## config.mk

```make
export PLATFORM = sky130hd
export DESIGN_NAME = npc_gen
export DESIGN_NICKNAME = d
export VERILOG_FILES = /design/src/rtl/npc_gen_pkg.sv /design/src/rtl/npc_redirect_hold.sv /design/src/rtl/npc_gen.sv
export SDC_FILE = /design/constraint.sdc
export NUM_CORES = 1
export LEC_CHECK = 0
export CAP_MARGIN = 20
export CELL_PAD_IN_SITES_DETAIL_PLACEMENT = 1
export CELL_PAD_IN_SITES_GLOBAL_PLACEMENT = 2
export CORE_ASPECT_RATIO = 1.75
export CORE_MARGIN = 3
export CORE_UTILIZATION = 26
export CTS_BUF_LIST = sky130_fd_sc_hd__clkbuf_8
export DETAILED_ROUTE_END_ITERATION = 16
export PLACE_DENSITY = 0.92
export SKIP_LAST_GASP = 1
export SLEW_MARGIN = 10
export SYNTH_ARGS = -nofsm -noshare
export SYNTH_HDL_FRONTEND = slang
export SYNTH_SLANG_ARGS = --single-unit
```

## constraint.sdc

```tcl
create_clock -name clk -period 2.8 [get_ports clk]
set_clock_uncertainty 0.15 [all_clocks]
set_input_delay 0.28 -clock clk [delete_from_list [all_inputs] [get_ports clk]]
set_output_delay 0.28 -clock clk [all_outputs]
set_load 0.02 [all_outputs]
```

## src/rtl/npc_gen_pkg.sv

```systemverilog
// Shared fetch-stage definitions: address width, reset/step defaults and
// the redirect source encoding seen by the hazard unit and trace monitors.
package npc_gen_pkg;

  localparam int          ADDR_W           = 32;
  localparam logic [31:0] DEF_RESET_VECTOR = 32'h0000_0000;
  localparam int          DEF_PC_STEP      = 4;

  typedef enum logic [1:0] {
    SRC_NONE   = 2'd0,
    SRC_BRANCH = 2'd1,
    SRC_JUMP   = 2'd2
  } redirect_src_e;

  // Instructions are word aligned; the low two target bits are never used.
  function automatic logic [ADDR_W-1:0] align_target(input logic [ADDR_W-1:0] t);
    return {t[ADDR_W-1:2], 2'b00};
  endfunction

endpackage

```

## src/rtl/npc_redirect_hold.sv

```systemverilog
// Redirect arbitration (branch over jump) and the single-entry hold register
// that parks a redirect arriving during a stall until the stall clears.
module npc_redirect_hold
  import npc_gen_pkg::*;
(
  input  logic              clk,
  input  logic              rst,
  input  logic              stall,
  input  logic              br_taken,
  input  logic [ADDR_W-1:0] br_target,
  input  logic              jump,
  input  logic [ADDR_W-1:0] jump_target,
  output logic              pend_valid,
  output logic [ADDR_W-1:0] pend_target,
  output logic              new_valid,
  output logic [ADDR_W-1:0] new_target,
  output logic              accept_misaligned
);

  redirect_src_e     sel_src;
  logic [ADDR_W-1:0] sel_raw;
  logic              capture;

  // NOTE: every always_comb output gets a default first so no path leaves it
  // unassigned; that is what keeps synthesis from inferring a latch.
  always_comb begin
    sel_src = SRC_NONE;
    sel_raw = '0;
    if (br_taken) begin
      sel_src = SRC_BRANCH;
      sel_raw = br_target;
    end else if (jump) begin
      sel_src = SRC_JUMP;
      sel_raw = jump_target;
    end
  end

  // A stalled branch always overwrites the hold entry (it is older); a stalled
  // jump only fills an empty one.
  assign capture = stall && ((sel_src == SRC_BRANCH) ||
                             (sel_src == SRC_JUMP && !pend_valid));

  // A held redirect outranks a fresh one, which is on the squashed path.
  assign new_valid  = !stall && !pend_valid && (sel_src != SRC_NONE);
  assign new_target = align_target(sel_raw);

  assign accept_misaligned = (capture || new_valid) && (sel_raw[1:0] != 2'b00);

  // NOTE: state updates use non-blocking assignments so every flop samples
  // pre-edge values regardless of statement order.
  always_ff @(posedge clk or posedge rst) begin
    if (rst) begin
      pend_valid  <= 1'b0;
      pend_target <= '0;
    end else if (capture) begin
      pend_valid  <= 1'b1;
      pend_target <= new_target;
    end else if (!stall && pend_valid) begin
      pend_valid  <= 1'b0;
    end
  end

endmodule

```

## src/rtl/npc_gen.sv

```systemverilog
// Next-PC generator: sequential step, branch/jump redirects, stall hold,
// IF/ID flush shadow and fetch-valid qualification.
module npc_gen
  import npc_gen_pkg::*;
#(
  parameter logic [31:0] RESET_VECTOR = DEF_RESET_VECTOR,
  parameter int          PC_STEP      = DEF_PC_STEP,
  parameter int          FLUSH_SLOTS  = 2
) (
  input  logic        clk,
  input  logic        rst,
  input  logic [31:0] pc,
  input  logic        stall,
  input  logic        br_taken,
  input  logic [31:0] br_target,
  input  logic        jump,
  input  logic [31:0] jump_target,
  output logic [31:0] npc,
  output logic        fetch_valid,
  output logic        flush_if_id,
  output logic        redirect_pending,
  output logic        misalign_err
);

  localparam int CNT_W = $clog2(FLUSH_SLOTS + 1);

  logic              pend_valid;
  logic [ADDR_W-1:0] pend_target;
  logic              new_valid;
  logic [ADDR_W-1:0] new_target;
  logic              accept_misaligned;
  logic              applied;
  logic [CNT_W-1:0]  flush_cnt;

  npc_redirect_hold u_hold (
    .clk               (clk),
    .rst               (rst),
    .stall             (stall),
    .br_taken          (br_taken),
    .br_target         (br_target),
    .jump              (jump),
    .jump_target       (jump_target),
    .pend_valid        (pend_valid),
    .pend_target       (pend_target),
    .new_valid         (new_valid),
    .new_target        (new_target),
    .accept_misaligned (accept_misaligned)
  );

  assign applied = !rst && !stall && (pend_valid || new_valid);

  always_comb begin
    npc = pc + ADDR_W'(PC_STEP);
    if (rst)             npc = RESET_VECTOR;
    else if (stall)      npc = pc;
    else if (pend_valid) npc = pend_target;
    else if (new_valid)  npc = new_target;
  end

  // flush_cnt counts the unstalled cycles still owed a flush after a redirect.
  always_ff @(posedge clk or posedge rst) begin
    if (rst) begin
      flush_cnt    <= '0;
      misalign_err <= 1'b0;
    end else begin
      if (applied)
        flush_cnt <= CNT_W'(FLUSH_SLOTS);
      else if (!stall && flush_cnt != '0)
        flush_cnt <= flush_cnt - 1'b1;
      if (accept_misaligned)
        misalign_err <= 1'b1;
    end
  end

  assign redirect_pending = pend_valid;
  assign flush_if_id      = !rst && ((flush_cnt != '0) || applied);
  assign fetch_valid      = !rst && !stall && !flush_if_id;

endmodule

```

==> reports/qor.csv <==
stage,metric,value,unit
global_routing,largest net degree at the start of global routing,41,
clock_network,CTS buffer count,5,
detailed_routing,DRT Pass-1 Iters,5,
timing,setup violators final,0,
logic_synthesis,dominant synthesized flop cell,dfrtp_1,
clock_network,Clock Sink Count,34,
flow_run,max-cap violation count,0,
finish,antenna diode count,0,
logic_synthesis,most frequent cells after synthesis,"nand2_1, dfrtp_1, o21ai_1",
timing,Sum Neg Setup Slack,0,ns
power_and_ir_drop,Pleak,2.51,nW
global_routing,met2 Use GR,39.5,%
timing,post-route setup slack,0.0292,ns
global_routing,gr ovfl total,0,
die,IO Pins,137,
global_routing,vias in the first global route,4744,
worst_setup_path,CP max FO,4,
worst_setup_path,crit path kind,in2out,
clock_network,Skew-Pair Late Insertion Delay,0.30,ns
die,Initial Util,27.1,%
worst_setup_path,Critical Path RT,2.37,ns
placed_design,Placement Cell Area,0.00552,sq mm
worst_setup_path,worst r2r src,u_hold.pend_valid,
detailed_routing,DR WL/cell,19.2,microns
logic_synthesis,register area share after synthesis,25.7,%
power_and_ir_drop,pwr/cell area,327,mW/mm^2
die,Core Rows,53,
power_and_ir_drop,Total Power,1.87,mW
timing,final hold slack,0.316,ns
logic_synthesis,Post-synth EDFFs,0,
detailed_routing,total wire length,15700,microns
worst_setup_path,Critical Path End,npc[13],
logic_synthesis,Mapped Area,0.00331,sq mm
logic_synthesis,Mapped Cells,444,
placed_design,Port Buffer Count,136,
logic_synthesis,top area cells in the synthesized netlist,"dfrtp_1, nand2_1, a22oi_1",
logic_synthesis,post-synthesis register bit count,34,
timing,Final Critical Period,2.77,ns
worst_setup_path,worst r2r path cells,7,
timing,count of final hold-check violations,0,
global_routing,met1 usage,23.9,%
timing,Rel. slew slack,69.3,%
logic_synthesis,Syn Area/Cell,7.45,sq um
clock_network,Clock Path Buffers,2,
detailed_routing,DRC,0,
clock_network,CTS tree,yes,
die,Core ar.,0.0122,sq mm
placed_design,final RePlAce weighted congestion,0.910,
die,DIE HEIGHT,155,microns
clock_network,H-tree depth,2,
global_routing,Most Crowded Layer GR,met2,
power_and_ir_drop,peak supply drop,154,uV
timing,Slew @ Worst Pin,0.459,ns
finish,share of post-route cells with drive strength above 1,25.5,%
finish,Area Growth Syn to Fin,72.7,%
worst_setup_path,CP endpoint kind,output pin,
detailed_routing,post-route ant nets,0,
detailed_routing,starting DRC count in detailed routing,242,
placed_design,dpl ws,-0.550,ns
finish,fin area,0.00571,sq mm
timing,RSZ-0062 raised after global routing,yes,
global_routing,first-pass GRT wire length,24500,microns
worst_hold_path,Hold Path Class,in2reg,
finish,Filler Cell Count,1508,
detailed_routing,DR vias,4418,
placed_design,post-DP HPWL,12900,microns
worst_setup_path,worst reg2reg setup slack,0.94,ns
status,status,"complete, no violations",
detailed_routing,Via-to-Cell Ratio,5.39,
timing,period utilization,99.0,%
logic_synthesis,Syn Nets,547,
logic_synthesis,YS warnings,0,
logic_synthesis,distinct cell type count after synthesis,59,
finish,Post-layout nets,757,
worst_setup_path,r2r endpoint,flush_cnt[1],
worst_setup_path,CP Launch Point,pc[8],
worst_setup_path,critical path arrival,2.34,ns
die,Die X,91.3,microns
logic_synthesis,Synth area leader,dfrtp_1,
timing,Peak Freq,361,MHz
clock_network,clock root buffer,clkbuf_8,
clock_network,clk slew on worst S/H paths,0.08,ns
worst_setup_path,crit start category,input pin,
logic_synthesis,most frequent cell after synthesis,nand2_1,
die,die area,0.0142,sq mm
global_routing,initial antenna violation count,0,
logic_synthesis,Post-synth ARST share,100,%
global_routing,GRT Resource Usage Total,21.5,%
timing,Final Max Slew Viols,0,
logic_synthesis,Synth top area share,25.7,%
global_routing,met3 usage,2.90,%
==> worst max-delay path, cell delays in order <==
cell and delay, ns:
clkdlybuf4s50_1 0.57, nand3_2 0.20, buf_4 0.22, nor3_4 0.16
xnor2_1 0.17, o21ai_1 0.10, a221oi_2 0.23, buf_4 0.15
clkdlybuf4s15_2 0.25
==> placed cells by master (no fill, tap or decap), types with 7 or more instances in the layout <==
cell / count
clkbuf_2: 8
nand4_1: 9
nor3_1: 9
a221oi_1: 7
nand2_1: 56
nand3_1: 10
xnor2_1: 9
nor2_1: 18
inv_1: 19
o22ai_1: 13
dlygate4sd2_1: 8
o21ai_1: 35
a21oi_1: 26
a22oi_1: 28
o21ai_0: 21
buf_4: 99
clkdlybuf4s50_1: 94
dfrtp_1: 34
mux2i_1: 11
dlymetal6s2s_1: 9
buf_2: 10
==> logic make-up after synthesis <==
kind of cell | count (synthesis) | share of synthesized area, %
muxes | 14 | 4.35
buffers and inverters | 54 | 6.58
DFF | 34 | 25.7
xor gates and xnor gates | 15 | 3.97
adders and majority gates | 2 | 0.756
and+or+nand+nor | 143 | 22.8
AOI/OAI and AO/OA | 182 | 35.9
==> state kept, by name (all words and copies together), names as in the netlist <==
name,cells
u_hold.pend_target,30
misalign_err,1
flush_cnt,2
u_hold.pend_valid,1
==> area by class of cell <==
cell class	count	area [sq um]	area share (%)
Clock buffer	6	82.6	1.45
Clock inverter	2	12.5	0.219
Inverter	19	71.3	1.25
Multi-Input combinational cell	356	2390	41.8
Sequential cell	34	851	14.9
Tap cell	165	206	3.61
Timing Repair Buffer	238	2100	36.8
==> timing repair <==
item | 4_1_cts | 5_1_grt
setup endpoints to repair | 34 | 28
pin swaps | 3 | 8
setup buffers | 1 | 1
hold buffers | 0 | 0
gates resized for setup | 95 | 53
==> worst min-delay path by stage <==
stage / cells past startpoint / slack, ns / end / from
2_1_floorplan: 1 / 0.29 / flush_cnt[0] / rst
3_3_place_gp: 1 / 0.29 / misalign_err / misalign_err
3_5_place_dp: 1 / 0.30 / misalign_err / misalign_err
4_1_cts: 3 / 0.31 / misalign_err / stall
5_1_grt: 1 / 0.34 / misalign_err / misalign_err
6_report: 3 / 0.32 / misalign_err / stall
==> report_power, final <==
group / switching (mW) / leakage, nW / internal, mW
clock: 0.198 / 0.0472 / 0.198
sequential: 0.0403 / 0.426 / 0.561
combinational: 0.454 / 2.03 / 0.419
total: 0.692 / 2.51 / 1.18
==> layer usage <==
layer | vias to the layer above | share of wire (%)
met5 | - | 0
met1 | 2145 | 38
met3 | 35 | 3.8
li1 | 2091 | -
met4 | 0 | 3.9
met2 | 147 | 55
==> per-stage QoR <==
step / std cells / utilization (%)
after CTS: 819 / 46.2
final: 820 / 46.8
after floorplan: 444 / -
after detailed placement: 810 / 45.2
after global routing: 820 / 46.8
after global placement: 810 / 45.2
Power figures use the tool's default switching activity.
